**src/rtl/eth_reset_pkg.sv**
```systemverilog
// rtl/eth_reset_pkg.sv - shared types and helpers for the Ethernet reset/bring-up controller
//
// Purpose: FSM state encodings, counter-width helper and the reset-all counter width.
// Ports: none (package).

package eth_reset_pkg;

  localparam int RESET_ALL_COUNT_W = 8;

  typedef enum logic [1:0] {
    G_RESET_ALL,
    G_WAIT_TX,
    G_RUN
  } g_state_t;

  typedef enum logic [1:0] {
    RX_WAIT_READY,
    RX_WAIT_LOCK,
    RX_RESET,
    RX_UP
  } rx_state_t;

  // Width needed to hold 0..max_val inclusive; never narrower than one bit.
  function automatic int cnt_w(input int max_val);
    return (max_val < 1) ? 1 : $clog2(max_val + 1);
  endfunction

endpackage

```
**src/rtl/eth_rx_link_fsm.sv**
```systemverilog
// rtl/eth_rx_link_fsm.sv - per-channel RX datapath bring-up, lock monitor and retry FSM
//
// Purpose: waits for a stable RX ready, releases the MAC/PCS RX reset, waits for
// block lock with a timeout, pulses the wizard RX datapath reset on timeout and
// requests a full reset-all once the retry budget is spent.
// Ports:
//   init_clk            in   clock
//   reset               in   asynchronous active-high reset
//   i_hold              in   force to RX_WAIT_READY with retries cleared
//   i_rx_ready          in   synchronised RX ready
//   i_lock              in   synchronised PCS block lock
//   o_mac_pcs_rx_reset  out  MAC/PCS RX reset (registered)
//   o_gtwiz_rx_reset    out  wizard RX datapath reset pulse (registered)
//   o_link_up           out  channel locked (registered)
//   o_escalate          out  reset-all request (registered)

module eth_rx_link_fsm
  import eth_reset_pkg::*;
#(
  parameter int RESET_PULSE_CYCLES  = 16,
  parameter int STABLE_CYCLES       = 1024,
  parameter int LOCK_TIMEOUT_CYCLES = 1000000,
  parameter int MAX_RETRIES         = 7
) (
  input  logic init_clk,
  input  logic reset,
  input  logic i_hold,
  input  logic i_rx_ready,
  input  logic i_lock,
  output logic o_mac_pcs_rx_reset,
  output logic o_gtwiz_rx_reset,
  output logic o_link_up,
  output logic o_escalate
);

  localparam int STABLE_W  = cnt_w(STABLE_CYCLES);
  localparam int TIMEOUT_W = cnt_w(LOCK_TIMEOUT_CYCLES);
  localparam int RETRY_W   = cnt_w(MAX_RETRIES);
  localparam int PULSE_W   = cnt_w(RESET_PULSE_CYCLES);

  rx_state_t            r_state;
  logic [STABLE_W-1:0]  r_stable_cnt;
  logic [TIMEOUT_W-1:0] r_timeout_cnt;
  logic [RETRY_W-1:0]   r_retries;
  logic [PULSE_W-1:0]   r_pulse_cnt;
  logic                 r_mac_pcs_rx_reset;
  logic                 r_gtwiz_rx_reset;
  logic                 r_link_up;
  logic                 r_escalate;

  always_ff @(posedge init_clk or posedge reset) begin
    if (reset) begin
      r_state            <= RX_WAIT_READY;
      r_stable_cnt       <= '0;
      r_timeout_cnt      <= '0;
      r_retries          <= '0;
      r_pulse_cnt        <= '0;
      r_mac_pcs_rx_reset <= 1'b1;
      r_gtwiz_rx_reset   <= 1'b0;
      r_link_up          <= 1'b0;
      r_escalate         <= 1'b0;
    end else if (i_hold) begin
      r_state            <= RX_WAIT_READY;
      r_stable_cnt       <= '0;
      r_timeout_cnt      <= '0;
      r_retries          <= '0;
      r_pulse_cnt        <= '0;
      r_mac_pcs_rx_reset <= 1'b1;
      r_gtwiz_rx_reset   <= 1'b0;
      r_link_up          <= 1'b0;
      r_escalate         <= 1'b0;
    end else begin
      case (r_state)
        RX_WAIT_READY: begin
          if (!i_rx_ready) begin
            r_stable_cnt <= '0;
          end else if (r_stable_cnt == STABLE_W'(STABLE_CYCLES)) begin
            r_state            <= RX_WAIT_LOCK;
            r_stable_cnt       <= '0;
            r_timeout_cnt      <= '0;
            r_mac_pcs_rx_reset <= 1'b0;
          end else begin
            r_stable_cnt <= r_stable_cnt + 1'b1;
          end
        end
        RX_WAIT_LOCK: begin
          if (!i_rx_ready) begin
            r_state            <= RX_WAIT_READY;
            r_stable_cnt       <= '0;
            r_mac_pcs_rx_reset <= 1'b1;
          end else if (i_lock) begin
            r_state   <= RX_UP;
            r_retries <= '0;
            r_link_up <= 1'b1;
          end else if (!r_escalate) begin
            // Once escalation is requested the channel idles here; the top
            // responds next cycle by holding every channel.
            if (r_timeout_cnt == TIMEOUT_W'(LOCK_TIMEOUT_CYCLES - 1)) begin
              if (r_retries < RETRY_W'(MAX_RETRIES)) begin
                r_state            <= RX_RESET;
                r_retries          <= r_retries + 1'b1;
                r_pulse_cnt        <= '0;
                r_gtwiz_rx_reset   <= 1'b1;
                r_mac_pcs_rx_reset <= 1'b1;
              end else begin
                r_escalate <= 1'b1;
              end
            end else begin
              r_timeout_cnt <= r_timeout_cnt + 1'b1;
            end
          end
        end
        RX_RESET: begin
          if (r_pulse_cnt == PULSE_W'(RESET_PULSE_CYCLES - 1)) begin
            r_state          <= RX_WAIT_READY;
            r_stable_cnt     <= '0;
            r_gtwiz_rx_reset <= 1'b0;
          end else begin
            r_pulse_cnt <= r_pulse_cnt + 1'b1;
          end
        end
        RX_UP: begin
          if (!i_rx_ready) begin
            r_state            <= RX_WAIT_READY;
            r_stable_cnt       <= '0;
            r_link_up          <= 1'b0;
            r_mac_pcs_rx_reset <= 1'b1;
          end else if (!i_lock) begin
            r_state       <= RX_WAIT_LOCK;
            r_timeout_cnt <= '0;
            r_link_up     <= 1'b0;
          end
        end
        default: r_state <= RX_WAIT_READY;
      endcase
    end
  end

  assign o_mac_pcs_rx_reset = r_mac_pcs_rx_reset;
  assign o_gtwiz_rx_reset   = r_gtwiz_rx_reset;
  assign o_link_up          = r_link_up;
  assign o_escalate         = r_escalate;

endmodule

```
**src/rtl/eth_reset_ctrl.sv**
```systemverilog
// rtl/eth_reset_ctrl.sv - multi-channel transceiver reset and link bring-up controller
//
// Purpose: sequences the wizard reset-all, gates MAC/PCS TX resets on stable TX
// ready, runs one RX link FSM per channel and escalates to reset-all on demand.
// Ports:
//   init_clk            in   free-running clock, sole clock domain
//   reset               in   asynchronous active-high reset
//   i_gtwiz_tx_ready    in   [N] per-channel TX ready (async)
//   i_gtwiz_rx_ready    in   [N] per-channel RX ready (async)
//   i_block_lock        in   [N] PCS RX block lock (async)
//   o_gtwiz_reset_all   out  wizard reset-all
//   o_gtwiz_rx_reset    out  [N] RX datapath reset pulse
//   o_mac_pcs_tx_reset  out  [N] MAC/PCS TX reset
//   o_mac_pcs_rx_reset  out  [N] MAC/PCS RX reset
//   o_link_up           out  [N] channel RX locked
//   o_reset_all_count   out  [8] escalated reset-alls, saturating

module eth_reset_ctrl
  import eth_reset_pkg::*;
#(
  parameter int N_CHANNELS          = 2,
  parameter int RESET_PULSE_CYCLES  = 16,
  parameter int STABLE_CYCLES       = 1024,
  parameter int LOCK_TIMEOUT_CYCLES = 1000000,
  parameter int MAX_RETRIES         = 7
) (
  input  logic                         init_clk,
  input  logic                         reset,
  input  logic [N_CHANNELS-1:0]        i_gtwiz_tx_ready,
  input  logic [N_CHANNELS-1:0]        i_gtwiz_rx_ready,
  input  logic [N_CHANNELS-1:0]        i_block_lock,
  output logic                         o_gtwiz_reset_all,
  output logic [N_CHANNELS-1:0]        o_gtwiz_rx_reset,
  output logic [N_CHANNELS-1:0]        o_mac_pcs_tx_reset,
  output logic [N_CHANNELS-1:0]        o_mac_pcs_rx_reset,
  output logic [N_CHANNELS-1:0]        o_link_up,
  output logic [RESET_ALL_COUNT_W-1:0] o_reset_all_count
);

  localparam int STABLE_W = cnt_w(STABLE_CYCLES);
  localparam int PULSE_W  = cnt_w(RESET_PULSE_CYCLES);

  // Two-flop synchronisers for all asynchronous inputs.
  logic [N_CHANNELS-1:0] r_tx_meta, r_tx_sync;
  logic [N_CHANNELS-1:0] r_rx_meta, r_rx_sync;
  logic [N_CHANNELS-1:0] r_lock_meta, r_lock_sync;

  always_ff @(posedge init_clk or posedge reset) begin
    if (reset) begin
      r_tx_meta   <= '0;
      r_tx_sync   <= '0;
      r_rx_meta   <= '0;
      r_rx_sync   <= '0;
      r_lock_meta <= '0;
      r_lock_sync <= '0;
    end else begin
      r_tx_meta   <= i_gtwiz_tx_ready;
      r_tx_sync   <= r_tx_meta;
      r_rx_meta   <= i_gtwiz_rx_ready;
      r_rx_sync   <= r_rx_meta;
      r_lock_meta <= i_block_lock;
      r_lock_sync <= r_lock_meta;
    end
  end

  g_state_t                      r_g_state;
  logic [STABLE_W-1:0]           r_tx_stable_cnt;
  logic [PULSE_W-1:0]            r_pulse_cnt;
  logic                          r_reset_all;
  logic [N_CHANNELS-1:0]         r_tx_reset;
  logic [RESET_ALL_COUNT_W-1:0]  r_reset_all_count;

  logic [N_CHANNELS-1:0] w_rx_escalate;
  logic                  w_all_tx_ready;
  logic                  w_escalate;
  logic                  w_rx_hold;

  assign w_all_tx_ready = &r_tx_sync;
  // Several channels escalating together collapse into one request.
  assign w_escalate     = |w_rx_escalate;
  // Holding on the escalation request itself lets every channel drop in the
  // same cycle that reset-all reasserts.
  assign w_rx_hold      = (r_g_state == G_RESET_ALL) || w_escalate;

  always_ff @(posedge init_clk or posedge reset) begin
    if (reset) begin
      r_g_state         <= G_RESET_ALL;
      r_tx_stable_cnt   <= '0;
      r_pulse_cnt       <= '0;
      r_reset_all       <= 1'b1;
      r_tx_reset        <= '1;
      r_reset_all_count <= '0;
    end else if (w_escalate) begin
      r_g_state       <= G_RESET_ALL;
      r_tx_stable_cnt <= '0;
      r_pulse_cnt     <= '0;
      r_reset_all     <= 1'b1;
      r_tx_reset      <= '1;
      if (r_reset_all_count != '1) begin
        r_reset_all_count <= r_reset_all_count + 1'b1;
      end
    end else begin
      case (r_g_state)
        G_RESET_ALL: begin
          if (r_pulse_cnt == PULSE_W'(RESET_PULSE_CYCLES - 1)) begin
            r_g_state       <= G_WAIT_TX;
            r_pulse_cnt     <= '0;
            r_tx_stable_cnt <= '0;
            r_reset_all     <= 1'b0;
          end else begin
            r_pulse_cnt <= r_pulse_cnt + 1'b1;
          end
        end
        G_WAIT_TX: begin
          if (!w_all_tx_ready) begin
            r_tx_stable_cnt <= '0;
          end else if (r_tx_stable_cnt == STABLE_W'(STABLE_CYCLES)) begin
            r_g_state       <= G_RUN;
            r_tx_stable_cnt <= '0;
            r_tx_reset      <= '0;
          end else begin
            r_tx_stable_cnt <= r_tx_stable_cnt + 1'b1;
          end
        end
        G_RUN: begin
          if (!w_all_tx_ready) begin
            r_g_state       <= G_WAIT_TX;
            r_tx_stable_cnt <= '0;
            r_tx_reset      <= '1;
          end
        end
        default: r_g_state <= G_RESET_ALL;
      endcase
    end
  end

  for (genvar c = 0; c < N_CHANNELS; c++) begin : g_rx
    eth_rx_link_fsm #(
      .RESET_PULSE_CYCLES (RESET_PULSE_CYCLES),
      .STABLE_CYCLES      (STABLE_CYCLES),
      .LOCK_TIMEOUT_CYCLES(LOCK_TIMEOUT_CYCLES),
      .MAX_RETRIES        (MAX_RETRIES)
    ) u_rx (
      .init_clk          (init_clk),
      .reset             (reset),
      .i_hold            (w_rx_hold),
      .i_rx_ready        (r_rx_sync[c]),
      .i_lock            (r_lock_sync[c]),
      .o_mac_pcs_rx_reset(o_mac_pcs_rx_reset[c]),
      .o_gtwiz_rx_reset  (o_gtwiz_rx_reset[c]),
      .o_link_up         (o_link_up[c]),
      .o_escalate        (w_rx_escalate[c])
    );
  end

  assign o_gtwiz_reset_all  = r_reset_all;
  assign o_mac_pcs_tx_reset = r_tx_reset;
  assign o_reset_all_count  = r_reset_all_count;

endmodule

```
**config.mk**
```make
export PLATFORM = sky130hd
export DESIGN_NAME = eth_reset_ctrl
export DESIGN_NICKNAME = d
export VERILOG_FILES = /design/src/rtl/eth_reset_pkg.sv /design/src/rtl/eth_rx_link_fsm.sv /design/src/rtl/eth_reset_ctrl.sv
export SDC_FILE = /design/constraint.sdc
export NUM_CORES = 1
export LEC_CHECK = 0
export CORE_MARGIN = 1.5
export CORE_UTILIZATION = 35
export CTS_CLUSTER_DIAMETER = 40
export DETAILED_ROUTE_END_ITERATION = 12
export PLACE_DENSITY = 0.48
export RECOVER_POWER = 25
export SLEW_MARGIN = 20
export SYNTH_ARGS = -nofsm -noshare
export SYNTH_HDL_FRONTEND = slang
export SYNTH_SLANG_ARGS = --single-unit
```
**constraint.sdc**
```tcl
create_clock -name init_clk -period 5.4 [get_ports init_clk]
set_clock_uncertainty 0.1 [all_clocks]
set_input_delay 1.08 -clock init_clk [delete_from_list [all_inputs] [get_ports init_clk]]
set_output_delay 1.08 -clock init_clk [all_outputs]
set_load 0.05 [all_outputs]
```
==> flow_summary.json, run 1 <==
{
  "critical_path_required_ns": 5.85,
  "max_freq_ghz": 0.281,
  "area_growth_syn_to_layout_pct": 15.2,
  "number_of_cts_inserted_buffers": 17,
  "vias": 5706,
  "timing.critical_path.arrival_ns": 4.01,
  "finalMaxSlewViolations": 71,
  "drt-total-wl_um": 15700,
  "cts_resized": 0,
  "placementRows": 52,
  "antenna-diode-count": 0,
  "clock_sink_count": 130,
  "timing.setup.tns_ns": 0,
  "grt.overflow.total": 0,
  "antenna_found_initial": 0,
  "cts-htree-levels": 4,
  "timing.max_slew.rel_slack_pct": -104,
  "hold_path.class": "register to register",
  "drt_drc_violations_left": 0,
  "synth.distinct_cells": 68,
  "regArea_um2": 3260,
  "violations": "max-capacitance violations, max-slew violations",
  "clkLatencyLatePin_ns": 0.42,
  "setup_viol_count_final": 0,
  "post-cts-setup-buffers": 0,
  "die_w_um": 146,
  "die_h_um": 146,
  "drtIter0Drc": 311,
  "io_pins": 25,
  "hpwl_um": 10900,
  "firstDrtPassIters": 7,
  "synth_ff_type": "dfrtp_1",
  "final_core_util_pct": 40.8,
  "cts_tree": "yes",
  "start_util_pct": 35.4,
  "timing.final.crit_share_pct": 65.9,
  "postSynth.asyncResetShare_pct": 100,
  "finalCriticalPeriod_ns": 3.56,
  "syn_avg_cell_area_um2": 9.29,
  "p_per_area_nw_per_um2": 275,
  "clkSlewWorstSetupHoldPaths_ns": 0.05,
  "vdd.ir_drop.worst_mv": 0.169,
  "synth-seq-cells": 130,
  "status": "complete, but fails checks",
  "netlist_area_um2": 7120,
  "floorplan_core_area_um2": 20100,
  "cts_buffer_depth": 2,
  "global_route.usage.total_pct": 15.4,
  "ys.warnings.count": 0,
  "ys_seq_area_share_pct": 45.7,
  "power.leakage_nw": 3.40,
  "final-hold-violation-count": 0,
  "n_fill_cell": 1949,
  "final_nets": 814,
  "wl_per_cell_um": 14.7,
  "multiInputGateArea_um2": 3600,
  "setup_repair_after_global_routing_missed_its_margin": "no",
  "first_global_vias": 5485,
  "clock-root-buffer": "clkbuf_16",
  "startpoint_type": "input port",
  "wire_length_of_the_first_global_routing_pass_um": 26900,
  "port_buffers": 24,
  "crit_fanout": 70,
  "post_route_cells_drive_above_1_share_pct": 8.31,
  "floorplan.die_area_um2": 21200,
  "postRouteAntennaNets": 0,
  "cts.hold.buffers_added": 0,
  "worst-setup-path-type": "input port to asynchronous set/reset pin",
  "post_drt_via_cell_ratio": 5.36,
  "max-cap-violations": 1,
  "grt_max_degree": 71,
  "number_of_enable_flip_flop_cells_after_synthesis": 0,
  "final_weighted_congestion_in_routability_driven_placement": 0.790,
  "worst_pin_slew_ns": 3.05,
  "worstSetupEndpointType": "asynchronous set/reset pin",
  "synthCells": 767,
  "synth_fp_nets": 799
}
[flip-flops by register name, indices dropped and copies added (netlist names), 2 cells and up]
signal	count
g_rx.u_rx.r_timeout_cnt	40
g_rx.u_rx.r_stable_cnt	22
r_tx_stable_cnt	11
g_rx.u_rx.r_pulse_cnt	10
o_reset_all_count	8
g_rx.u_rx.r_retries	6
r_pulse_cnt	5
g_rx.u_rx.r_state	4
g_rx.u_rx.o_escalate	2
g_rx.u_rx.o_gtwiz_rx_reset	2
g_rx.u_rx.o_link_up	2
g_rx.u_rx.o_mac_pcs_rx_reset	2
r_g_state	2
r_lock_meta	2
r_lock_sync	2
r_rx_meta	2
r_rx_sync	2
r_tx_meta	2
r_tx_sync	2
[worst paths after layout]
check	slack [ns]	end	cells past startpoint	from
max	1.84	g_rx[1].u_rx.r_stable_cnt[2]	3	reset
min in group asynchronous	1.90	r_rx_meta[1]	2	reset
min	0.25	r_tx_sync[1]	0	r_tx_meta[1]
min reg2reg	0.25	r_tx_sync[1]	0	r_tx_meta[1]
max reg2reg	2.02	g_rx[1].u_rx.r_timeout_cnt[18]	9	r_g_state[0]
max in group init_clk	2.02	g_rx[1].u_rx.r_timeout_cnt[18]	9	r_g_state[0]
[layer usage]
metal  part of all wire [%]  global-route usage, %  vias up
met2                     48                   25.7       80
met3                    2.9                   3.04       13
met1                     48                   20.0     2789
met5                      0                      0        -
li1                       -                      -     2824
met4                    1.2                   5.31        0
[cells in the mapped netlist (11+ instances only)]
master	instances	area, um2
dfrtp_1	126	3150
o31ai_1	25	188
a21oi_1	32	160
nor3_1	24	120
o21ai_0	44	220
nand4_1	28	175
or4_1	13	97.6
xor2_1	22	193
inv_1	26	97.6
ha_1	24	300
nor2_1	70	263
nand3_1	43	215
clkbuf_1	17	63.8
nor4_1	11	68.8
nand2_1	93	349
[area by class of cell]
type	instances	share of cell area [%]
clock inverter	8	1.53
inverter	26	1.20
clock buffer	23	6.07
multi-input combinational	577	43.9
sequential	130	39.7
tap	270	4.12
timing repair buffer	30	3.48
[metrics by stage]
stage	area, um2	total power [mW]	std cells	setup WS, ns	hold slack, ns
after floorplan	7120	1.05	767	0.757	0.231
after global placement	7580	1.07	1033	2.18	0.234
after detailed placement	7580	1.07	1033	2.01	0.235
after CTS	8200	2.29	1064	2.04	0.247
after global routing	8200	2.35	1064	1.23	0.251
final	8200	2.26	1064	1.84	0.246
[kinds of logic after synthesis]
logic type                 share of synthesized area (%)
AOI/OAI and AO/OA                                   14.6
xor gates and xnor gates                            3.93
adders and majority gates                           4.22
buffers and inverters                               3.83
DFF                                                 45.7
muxes                                               1.77
and+or+nand+nor                                     25.9
[cell usage in the layout (no fill, tap or decap), types with 13 or more instances in the layout]
cell type	count
dfrtp_1	126
nand2_1	93
nor2_1	70
o21ai_0	43
nand3_1	43
a21oi_1	31
nand4_1	28
inv_1	25
o31ai_1	25
ha_1	24
nor3_1	23
xor2_1	22
clkbuf_16	17
clkdlybuf4s50_1	17
or4_1	13
[worst max-delay path: stages]
cell,delay [ns]
dlygate4sd3_1,0.54
clkinvlp_2,1.73
buf_4,0.63
[power breakdown]
| group | switching, mW | total [mW] | internal (mW) |
|---|---|---|---|
| clock | 0.425 | 1.21 | 0.784 |
| sequential | 0.0106 | 0.994 | 0.984 |
| combinational | 0.0377 | 0.0534 | 0.0157 |
No activity file was read; power rests on OpenSTA's default activity.
==> run 2, diff against run 1 <==
--- a/config.mk
+++ b/config.mk
@@ -9,7 +9,7 @@
 export CORE_UTILIZATION = 35
 export CTS_CLUSTER_DIAMETER = 40
 export DETAILED_ROUTE_END_ITERATION = 12
-export PLACE_DENSITY = 0.48
+export PLACE_DENSITY = 0.49
 export RECOVER_POWER = 25
 export SLEW_MARGIN = 20
 export SYNTH_ARGS = -nofsm -noshare
==> constraint.sdc (replaced) <==
create_clock -name init_clk -period 2.9 [get_ports init_clk]
set_clock_uncertainty 0.1 [all_clocks]
set_input_delay 0.58 -clock init_clk [delete_from_list [all_inputs] [get_ports init_clk]]
set_output_delay 0.58 -clock init_clk [all_outputs]
set_load 0.05 [all_outputs]
==> run 2 against run 1 <==
  * The run now ends clean
  * Die area unchanged
  * Global-route usage grew 0.71 points
  * Register-to-register slack got worse by 1.8 ns
  * Largest power group unchanged
  * Highest routed layer unchanged
==> flow_summary.json, run 2 (same netlist as run 1, synthesis figures left out) <==
{
  "floorplan.die_area_um2": 21200,
  "final-hold-violation-count": 0,
  "firstDrtPassIters": 5,
  "count_of_placed_standard_cells_in_the_final_layout_fillers_left_out": 1079,
  "timing.max_slew.rel_slack_pct": 4.53,
  "cts_resized": 0,
  "grt_max_degree": 67,
  "clock_sink_count": 130,
  "setup_viol_count_final": 0,
  "worst_pin_slew_ns": 1.43,
  "crit_path_capture": "g_rx[0].u_rx.r_timeout_cnt[4]",
  "hpwl_um": 11100,
  "drtIter0Drc": 382,
  "largest_registers": "g_rx.u_rx.r_timeout_cnt x40, g_rx.u_rx.r_stable_cnt x22, r_tx_stable_cnt x11",
  "wire_length_of_the_first_global_routing_pass_um": 28200,
  "post_route_cells_drive_above_1_share_pct": 10.0,
  "finalCriticalPeriod_ns": 2.67,
  "detailed_place.area_um2": 7710,
  "die_w_um": 146,
  "worst_path_dominant_cell_family": "simple AND/OR/NAND/NOR gates",
  "cts_tree": "yes",
  "final_design_area_no_fill_um2": 8300,
  "final_weighted_congestion_in_routability_driven_placement": 0.806,
  "setup.reg_to_reg.worst_slack_ns": 0.23,
  "startpoint_type": "register",
  "port_buffers": 24,
  "regArea_um2": 3260,
  "floorplan_core_area_um2": 20100,
  "rr_endpoint": "g_rx[0].u_rx.r_timeout_cnt[4]",
  "hold_ws_ns": 0.241,
  "drt-total-wl_um": 16100,
  "timing.critical_path.arrival_ns": 2.91,
  "first_global_vias": 5818,
  "power.leakage_nw": 3.48,
  "timing.final.crit_share_pct": 92.1,
  "dp.cells": 1046,
  "largest_register": "g_rx.u_rx.r_timeout_cnt",
  "die_h_um": 146,
  "max_freq_ghz": 0.374,
  "vias": 5824,
  "final_cell_mix": "dfrtp_1 (126), nand2_1 (93), nor2_1 (70)",
  "number_of_cts_inserted_buffers": 17,
  "crit_start": "g_rx[0].u_rx.r_state[0]",
  "critical_path_required_ns": 3.14,
  "io_pins": 25,
  "wl_per_cell_um": 14.9,
  "multiInputGateArea_um2": 3600,
  "worst-setup-path-type": "register to register",
  "antenna_found_initial": 0,
  "critical_path_depth": 7,
  "largest_register_ffs": 40,
  "cts-htree-levels": 4,
  "postRouteAntennaNets": 0,
  "worstSetupEndpointType": "register",
  "max-cap-violations": 0,
  "n_fill_cell": 1924,
  "timing.setup.tns_ns": 0,
  "most_frequent_standard_cell_in_the_layout_excluding_fill_and_tap_cells": "dfrtp_1",
  "placementRows": 52,
  "clkSlewWorstSetupHoldPaths_ns": 0.06,
  "drt_drc_violations_left": 0,
  "worst_path_largest_cell_delay_ns": 0.55,
  "critical-path-slowest-cell": "or4bb_1",
  "status": "completed",
  "clock-root-buffer": "clkbuf_16",
  "cts.hold.buffers_added": 0,
  "timing.critical_path.cells": "inv_1 > ha_1 > or4bb_1 > o211ai_2 > nand2_2 > or4_1 > a21oi_1",
  "worst_r2r_path_depth": 7,
  "grt.overflow.total": 0,
  "finalMaxSlewViolations": 0,
  "vdd.ir_drop.worst_mv": 0.343,
  "hold_path.class": "register to register",
  "post_drt_via_cell_ratio": 5.40,
  "path_buf_inv": 1,
  "cts_buffer_depth": 2,
  "area_growth_syn_to_layout_pct": 16.5,
  "setup_repair_after_global_routing_missed_its_margin": "no",
  "crit_fanout": 15,
  "start_util_pct": 35.4,
  "timing.rr.start": "g_rx[0].u_rx.r_state[0]",
  "final_core_util_pct": 41.3,
  "p_per_area_nw_per_um2": 499,
  "antenna-diode-count": 0,
  "final_nets": 828,
  "global_route.usage.total_pct": 16.1,
  "clkLatencyLatePin_ns": 0.42
}
## run 2: cell types whose count changed in the layout (fill, tap and decap cells not counted), sizes merged
cell      previous run  this run
buf                  6        19
clkbuf              23        25
bufinv               3         2
clkinv               1         2
clkinvlp             5         4
inv                 25        26
## run 2: worst min-delay path by stage
| stage | start | endpoint | slack, ns | cells after the start |
|---|---|---|---|---|
| global route | r_rx_meta[1] | r_rx_sync[1] | 0.26 | 0 |
| finish | r_lock_meta[1] | r_lock_sync[1] | 0.24 | 0 |
| floorplan | r_lock_meta[0] | r_lock_sync[0] | 0.23 | 0 |
| CTS | r_lock_meta[1] | r_lock_sync[1] | 0.24 | 0 |
| global placement | r_tx_meta[1] | r_tx_sync[1] | 0.23 | 0 |
| detailed placement | r_lock_meta[1] | r_lock_sync[1] | 0.24 | 0 |
## run 2: stage by stage
| stage | power, mW | setup WS, ns |
|---|---|---|
| final | 4.14 | 0.228 |
| after global routing | 4.29 | 0.0204 |
| after CTS | 4.21 | 0.208 |
| after detailed placement | 2.00 | 0.205 |
| after global placement | 1.99 | 0.268 |
| after floorplan | 1.95 | 0.437 |
## run 2: cell type report
type	instances	area share, %
clock buffers	24	6.04
clock inverters	8	1.22
inverters	26	1.19
multi-input cells	577	43.4
flip-flops and latches	130	39.3
well taps	270	4.07
repair buffers	44	4.82
## run 2: repair_timing
item	4_1_cts	5_1_grt
endpoints found under the setup margin	0	4
endpoints found under the hold margin	0	0
setup buffers	0	1
## run 2: power breakdown
part / leakage (nW) / internal, mW / switching [mW] / total (mW)
combinational: 1.43 / 0.0320 / 0.0728 / 0.105
sequential: 1.76 / 1.83 / 0.0184 / 1.85
clock: 0.289 / 1.38 / 0.806 / 2.19
total: 3.48 / 3.24 / 0.897 / 4.14
## run 2: layer usage
layer	share of wire (%)	GRT usage [%]
met5	0	0
met4	1.7	6.22
met3	2.8	3.67
met2	48	27.0
met1	47	20.2
